## src/rtl/boot_loader_pkg.sv

```systemverilog
// Shared types and defaults for the SPI boot loader: FSM state encoding,
// memory base addresses and the largest image length accepted.
package boot_loader_pkg;

  typedef enum logic [2:0] {
    BOOT_IDLE  = 3'd0,
    BOOT_LOAD  = 3'd1,
    BOOT_DRAIN = 3'd2,
    BOOT_DONE  = 3'd3,
    BOOT_RUN   = 3'd4,
    BOOT_ERR   = 3'd5
  } boot_state_e;

  localparam logic [31:0] ICCM_BASE_DEFAULT = 32'h0000_0000;
  localparam logic [31:0] DCCM_BASE_DEFAULT = 32'h1000_0000;
  localparam int unsigned MAX_WORDS_DEFAULT = 4096;

endpackage

```

## src/rtl/boot_word_fifo.sv

```systemverilog
// Synchronous word FIFO with registered occupancy count, flush, and a push
// that is accepted while full as long as a pop happens in the same cycle.
module boot_word_fifo #(
  parameter int unsigned WIDTH = 32,
  parameter int unsigned DEPTH = 4
) (
  input  logic             clk_i,
  input  logic             rst_ni,
  input  logic             push_i,
  input  logic [WIDTH-1:0] wdata_i,
  input  logic             pop_i,
  input  logic             flush_i,
  output logic [WIDTH-1:0] rdata_o,
  output logic             full_o,
  output logic             empty_o
);

  localparam int unsigned AW = $clog2(DEPTH);

  logic [WIDTH-1:0] mem_q [DEPTH];
  logic [AW-1:0]    wr_ptr_q, wr_ptr_d, rd_ptr_q, rd_ptr_d;
  logic [AW:0]      cnt_q, cnt_d;
  logic             do_push, do_pop;

  assign empty_o = (cnt_q == '0);
  assign full_o  = (cnt_q == (AW+1)'(DEPTH));
  assign rdata_o = mem_q[rd_ptr_q];

  assign do_pop  = pop_i & ~empty_o;
  assign do_push = push_i & (~full_o | do_pop);

  always_comb begin
    wr_ptr_d = wr_ptr_q;
    rd_ptr_d = rd_ptr_q;
    cnt_d    = cnt_q;
    if (flush_i) begin
      wr_ptr_d = '0;
      rd_ptr_d = '0;
      cnt_d    = '0;
    end else begin
      if (do_push) wr_ptr_d = wr_ptr_q + AW'(1);
      if (do_pop)  rd_ptr_d = rd_ptr_q + AW'(1);
      case ({do_push, do_pop})
        2'b10:   cnt_d = cnt_q + (AW+1)'(1);
        2'b01:   cnt_d = cnt_q - (AW+1)'(1);
        default: cnt_d = cnt_q;
      endcase
    end
  end

  always_ff @(posedge clk_i or negedge rst_ni) begin
    if (!rst_ni) begin
      wr_ptr_q <= '0;
      rd_ptr_q <= '0;
      cnt_q    <= '0;
    end else begin
      wr_ptr_q <= wr_ptr_d;
      rd_ptr_q <= rd_ptr_d;
      cnt_q    <= cnt_d;
    end
  end

  always_ff @(posedge clk_i) begin
    if (do_push && !flush_i) mem_q[wr_ptr_q] <= wdata_i;
  end

endmodule

```

## src/rtl/spi_boot_loader_ctrl.sv

```systemverilog
// Boot loader sequencer: length-prefixed SPI word stream -> buffered memory
// writes into ICCM/DCCM, holding the core in reset until the image is loaded.
module spi_boot_loader_ctrl
  import boot_loader_pkg::*;
#(
  parameter int unsigned DATA_WIDTH = 32,
  parameter int unsigned ADDR_WIDTH = 32,
  parameter int unsigned FIFO_DEPTH = 4,
  parameter int unsigned MAX_WORDS  = MAX_WORDS_DEFAULT,
  parameter logic [ADDR_WIDTH-1:0] ICCM_BASE = ADDR_WIDTH'(ICCM_BASE_DEFAULT),
  parameter logic [ADDR_WIDTH-1:0] DCCM_BASE = ADDR_WIDTH'(DCCM_BASE_DEFAULT)
) (
  input  logic                  clk_i,
  input  logic                  rst_ni,
  input  logic                  en_i,
  input  logic                  sel_i,
  input  logic [DATA_WIDTH-1:0] rx_word_i,
  input  logic                  rx_valid_i,
  output logic                  mem_req_o,
  output logic [ADDR_WIDTH-1:0] mem_addr_o,
  output logic [DATA_WIDTH-1:0] mem_wdata_o,
  input  logic                  mem_gnt_i,
  output logic                  core_rst_no,
  output logic                  load_done_o,
  output logic                  err_o,
  output logic [15:0]           words_loaded_o
);

  localparam int unsigned CW = $clog2(MAX_WORDS + 1);

  localparam logic [2:0] S_IDLE  = BOOT_IDLE;
  localparam logic [2:0] S_LOAD  = BOOT_LOAD;
  localparam logic [2:0] S_DRAIN = BOOT_DRAIN;
  localparam logic [2:0] S_DONE  = BOOT_DONE;
  localparam logic [2:0] S_RUN   = BOOT_RUN;
  localparam logic [2:0] S_ERR   = BOOT_ERR;

  logic [2:0]            state_q, state_d;
  logic [CW-1:0]         hdr_q, hdr_d, rcv_q, rcv_d, iss_q, iss_d, gcnt_q, gcnt_d;
  logic [ADDR_WIDTH-1:0] base_q, base_d, addr_q, addr_d;
  logic [DATA_WIDTH-1:0] wdata_q, wdata_d;
  logic                  req_q, req_d, done_q, done_d, err_q, err_d, rstn_q, rstn_d;
  logic [15:0]           wl_q, wl_d;

  logic                  grant, in_load, push_acc, can_load, overflow, last_grant, load_req;
  logic                  fifo_push, fifo_pop, fifo_flush, fifo_full, fifo_empty, bypass;
  logic [DATA_WIDTH-1:0] fifo_rdata;

  assign grant      = req_q & mem_gnt_i;
  assign in_load    = (state_q == S_LOAD);
  assign push_acc   = in_load & rx_valid_i & (rcv_q < hdr_q);
  // The request register refills whenever it is free or being granted this cycle.
  assign can_load   = in_load & (~req_q | mem_gnt_i);
  assign fifo_pop   = can_load & ~fifo_empty;
  assign bypass     = can_load & fifo_empty & push_acc;
  assign overflow   = push_acc & fifo_full & ~fifo_pop;
  assign fifo_push  = push_acc & ~bypass & ~overflow;
  assign fifo_flush = (state_q == S_DRAIN) & (~req_q | mem_gnt_i);
  assign load_req   = fifo_pop | bypass;
  assign last_grant = grant & (gcnt_q == hdr_q - CW'(1));

  boot_word_fifo #(
    .WIDTH (DATA_WIDTH),
    .DEPTH (FIFO_DEPTH)
  ) u_fifo (
    .clk_i   (clk_i),
    .rst_ni  (rst_ni),
    .push_i  (fifo_push),
    .wdata_i (rx_word_i),
    .pop_i   (fifo_pop),
    .flush_i (fifo_flush),
    .rdata_o (fifo_rdata),
    .full_o  (fifo_full),
    .empty_o (fifo_empty)
  );

  always_comb begin
    state_d = state_q;
    hdr_d   = hdr_q;
    rcv_d   = rcv_q;
    iss_d   = iss_q;
    gcnt_d  = gcnt_q;
    base_d  = base_q;
    req_d   = req_q;
    addr_d  = addr_q;
    wdata_d = wdata_q;
    err_d   = err_q;
    wl_d    = wl_q;

    if (load_req) begin
      req_d   = 1'b1;
      addr_d  = base_q + (ADDR_WIDTH'(iss_q) << 2);
      wdata_d = fifo_pop ? fifo_rdata : rx_word_i;
      iss_d   = iss_q + CW'(1);
    end else if (grant) begin
      req_d = 1'b0;
    end

    if (push_acc && !overflow) rcv_d = rcv_q + CW'(1);
    if (grant) begin
      gcnt_d = gcnt_q + CW'(1);
      if (wl_q != 16'hFFFF) wl_d = wl_q + 16'd1;
    end

    case (state_q)
      S_IDLE: begin
        if (rx_valid_i) begin
          hdr_d  = CW'(rx_word_i);
          base_d = sel_i ? DCCM_BASE : ICCM_BASE;
          if (rx_word_i == '0) begin
            state_d = S_DONE;
          end else if (rx_word_i > DATA_WIDTH'(MAX_WORDS)) begin
            state_d = S_ERR;
            err_d   = 1'b1;
          end else begin
            state_d = S_LOAD;
          end
        end
      end
      S_LOAD: begin
        if (overflow) begin
          state_d = S_DRAIN;
          err_d   = 1'b1;
        end else if (last_grant) begin
          state_d = S_DONE;
        end
      end
      S_DRAIN: if (fifo_flush) state_d = S_ERR;
      S_DONE:  if (en_i) state_d = S_RUN;
      default: state_d = state_q;
    endcase

    done_d = (state_d == S_DONE) || (state_d == S_RUN);
    rstn_d = (state_d == S_RUN);
  end

  always_ff @(posedge clk_i or negedge rst_ni) begin
    if (!rst_ni) begin
      state_q <= S_IDLE;
      hdr_q   <= '0;
      rcv_q   <= '0;
      iss_q   <= '0;
      gcnt_q  <= '0;
      base_q  <= '0;
      req_q   <= 1'b0;
      addr_q  <= '0;
      wdata_q <= '0;
      done_q  <= 1'b0;
      err_q   <= 1'b0;
      rstn_q  <= 1'b0;
      wl_q    <= '0;
    end else begin
      state_q <= state_d;
      hdr_q   <= hdr_d;
      rcv_q   <= rcv_d;
      iss_q   <= iss_d;
      gcnt_q  <= gcnt_d;
      base_q  <= base_d;
      req_q   <= req_d;
      addr_q  <= addr_d;
      wdata_q <= wdata_d;
      done_q  <= done_d;
      err_q   <= err_d;
      rstn_q  <= rstn_d;
      wl_q    <= wl_d;
    end
  end

  assign mem_req_o      = req_q;
  assign mem_addr_o     = addr_q;
  assign mem_wdata_o    = wdata_q;
  assign core_rst_no    = rstn_q;
  assign load_done_o    = done_q;
  assign err_o          = err_q;
  assign words_loaded_o = wl_q;

endmodule

```

## config.mk

```make
export PLATFORM = sky130hd
export DESIGN_NAME = spi_boot_loader_ctrl
export DESIGN_NICKNAME = d
export VERILOG_FILES = /design/src/rtl/boot_loader_pkg.sv /design/src/rtl/boot_word_fifo.sv /design/src/rtl/spi_boot_loader_ctrl.sv
export SDC_FILE = /design/constraint.sdc
export NUM_CORES = 1
export LEC_CHECK = 0
export BUFFER_PORTS_ARGS = -buffer_cell sky130_fd_sc_hd__buf_2
export CORE_MARGIN = 1
export CORE_UTILIZATION = 45
export CTS_CLUSTER_DIAMETER = 60
export DETAILED_ROUTE_END_ITERATION = 8
export GPL_TIMING_DRIVEN = 0
export PLACE_DENSITY_LB_ADDON = 0.08
export SLEW_MARGIN = 10
export SYNTH_ARGS = -nofsm -noshare
export SYNTH_HDL_FRONTEND = slang
export SYNTH_HIERARCHICAL = 1
export SYNTH_SLANG_ARGS = --single-unit
```

## constraint.sdc

```tcl
create_clock -name clk_i -period 3.9 [get_ports clk_i]
set_input_delay 0.195 -clock clk_i [delete_from_list [all_inputs] [get_ports clk_i]]
set_output_delay 0.195 -clock clk_i [all_outputs]
set_load 0.01 [all_outputs]
```

==> run summary <==
outcome: complete, no violations
final wirelength: 24700 um
wire per inst: 17.7 um
ranking of synthesized cells by area: edfxtp_1 34%, dfrtp_1 28%, mux4_2 6.3%, xnor2_1 3.8%, nand2_1 3.4%
Vias: 7200
Critical Path Start Type: register
Clock Path Buffers: 3
VDD IR max: 375 uV
share of cells above drive strength 1: 25.0%
max-cap viol count: 0
Final Setup Violations: 0
skew final: 0.0135 ns
Sink Count: 257
Port Buffers: 103
Fin. Hold Viols: 0
first-pass GRT wire length: 39800 um
Post-synth EDFFs: 128
IO Count: 122
Crit Path Max Fanout: 12
area grow syn2layout: 21.5%
GP Congestion: 0.780
Routed Antenna Nets: 0
Worst Path Arrival: 3.97 ns
H-tree lvl count: 1
vias per cell: 5.16
drt pass-1 iters: 5
CP Cell Sequence: or2_1, buf_6, nor2_1, or2_1, buf_6, clkinv_1, clkbuf_1, nor2b_1, nor2b_1, fa_1, o21ai_0, a31oi_1, a21oi_1, a211oi_1
Total Routing Usage GR: 19.7%
# rows: 57
slew margin rel.: 26.0%
Reg2Reg Depth: 14
post-CTS setup buffer count: 0
flops & latches, synth: 257
setup tns final: 0 ns
period utilization: 90.8%
HP Start: en_i
worst-margin pin slew: 1.10 ns
GRT Residual Overflow: 0
core area: 0.0245 sq mm
Max Freq: 282 MHz
initial drt markers: 408
CP required: 4.33 ns
ANT cells: 0
hpwl dp: 16800 um
residual DRC count: 0
Slowest-stage cell, CP: fa_1
async set or reset register ratio after synthesis: 50.2%
placed instance area: 0.0125 sq mm
Root Buffer: clkbuf_16
RSZ-0062 raised after global routing: no
cts bufs inserted: 29
Final Max Slew Viols: 0
Starting Density: 46.3%
leakage: 5.67 nW
power density cells: 685 mW/mm^2
sequential area share after synthesis: 62.2%
largest net degree at the start of global routing: 78
critical path class: register to register
Die Footprint: 0.0259 sq mm
Fill cells: 2094
post-synth cell types: 63
Worst path max stage delay: 0.50 ns
Post-Syn Area: 0.0114 sq mm
top_reg_cell synth: dfrtp_1
CTS clk-pin slew, worst paths: 0.06 ns
Critical Path Source: u_fifo/cnt_q[0]$_DFFE_PN0P_
area leader, netlist: edfxtp_1
Synth Area per Inst: 13.2 sq um
Worst Setup End Kind: register
design area: 0.0138 sq mm
Die Span Y: 161 um
# nets final: 1109
post-layout minimum cycle time: 3.54 ns
R2R Path Start: u_fifo/cnt_q[0]$_DFFE_PN0P_
Worst Hold Path Cells: 6
initial antenna violation count: 0
Hold WC Path Type: input pin to register
later-pin clock latency in the skew report: 0.53 ns
Synth top area share: 33.8%
width of the die: 161 um
Synth Warn #: 6
vias in the first global route: 7165
post-synthesis cell count: 858
CTS tree: yes
## cells by family after synthesis
logic type | share of synthesized area (%)
xor gates and xnor gates | 5.47
and+or+nand+nor | 11.4
DFF | 62.2
adders and majority gates | 2.49
buffers and inverters | 3.89
muxes | 8.58
AOI/OAI and AO/OA | 5.91
other | 0.0330
## registers in the layout (all words and copies together), names as in the netlist, 2 cells and up
signal and flops:
words_loaded_o 16, u_fifo/cnt_q 3, u_fifo/mem_q 128, hdr_q 13
gcnt_q 13, rcv_q 13, u_fifo/wr_ptr_q 2, mem_addr_o 14
mem_wdata_o 32, u_fifo/rd_ptr_q 2, iss_q 13, state_q 3
## critical path, delay by kind of cell (launching register included)
| kind | cells | cell delay (ns) |
|---|---|---|
| and+or+nand+nor | 5 | 1.03 |
| buffers and inverters | 4 | 0.98 |
| adders and majority gates | 1 | 0.50 |
| AOI/OAI and AO/OA | 4 | 0.50 |
| DFF | 1 | 0.44 |
## synthesized netlist by cell type, drive strengths merged (5+ instances only)
master and count:
a21oi 12, nor2 60, clkbuf 12, dfrtp 129, buf 46, mux2 19
xor2 22, and2 5, xnor2 49, nor4 13, a31oi 36, nand3 20
inv 21, mux4 32, and3 18, ha 21, edfxtp 128, o21ai 30
nand4 19, nand2 104
## per-layer routing
layer | track usage [%] | vias up | share of wire, %
met5 | 0 | - | 0
met2 | 32.4 | 150 | 48
met4 | 5.10 | 0 | 1.9
met3 | 2.30 | 40 | 3.8
met1 | 27.8 | 3539 | 46
li1 | - | 3471 | -
## per-stage QoR
step / total power (W) / cells / utilization (%) / setup WS (ns) / hold slack [ns]
after detailed placement: 0.00679 / 1307 / 50.9 / 0.193 / 0.204
after global placement: 0.00674 / 1302 / 50.3 / -0.525 / 0.429
after floorplan: 0.00583 / 875 / - / 0.586 / -0.101
after global routing: 0.0100 / 1395 / 56.3 / 0.0391 / 0.208
after CTS: 0.00957 / 1395 / 56.2 / 0.157 / 0.165
final: 0.00946 / 1395 / 56.3 / 0.359 / 0.185
## report_power, final
group	switching, W	internal (W)
clock network	0.00107	0.00167
registers	0.000400	0.00337
logic	0.00164	0.00133
## layout by cell type, fill, tap and decap left out, types with 12 or more instances in the layout
cell type,n
xor2_1,22
a31oi_1,35
dfrtp_1,128
nand3_1,20
clkbuf_1,19
and3_1,18
clkbuf_16,29
buf_4,19
xnor2_1,49
dlygate4sd3_1,35
o21ai_0,27
mux2_2,19
ha_1,21
nor4_1,13
conb_1,18
inv_1,21
edfxtp_1,128
mux4_2,32
a21oi_1,12
buf_2,116
nor2_1,55
nand2_1,104
nand4_1,19
## what timing repair did
| action | CTS | global route |
|---|---|---|
| endpoints found under the setup margin | 0 | 39 |
| hold buffers | 35 | 0 |
| gates resized for setup | 0 | 4 |
| hold endpoints to repair | 219 | 0 |
## final timing paths
kind                                               end  slack, ns
min in group asynchronous  mem_wdata_o[26]$_DFFE_PN0P_       0.20
hold / removal                    state_q[0]$_DFF_PN0_       0.18
max in group asynchronous    mem_addr_o[9]$_DFFE_PN0P_       2.88
setup / recovery           u_fifo/cnt_q[1]$_DFFE_PN0P_       0.36
hold reg to reg                      err_o$_DFFE_PN0P_       0.47
setup reg to reg           u_fifo/cnt_q[1]$_DFFE_PN0P_       0.36
## final cells by class
| cell class | count | area [sq um] | share of cell area, % |
|---|---|---|---|
| inverter | 22 | 82.6 | 0.598 |
| timing repair buffer | 143 | 987 | 7.15 |
| multi-input combinational | 538 | 3930 | 28.5 |
| buffer | 58 | 359 | 2.60 |
| sequential | 257 | 7070 | 51.2 |
| clock buffer | 41 | 821 | 5.94 |
| clock inverter | 12 | 150 | 1.09 |
| tap | 324 | 405 | 2.94 |
Power figures use the tool's default switching activity.
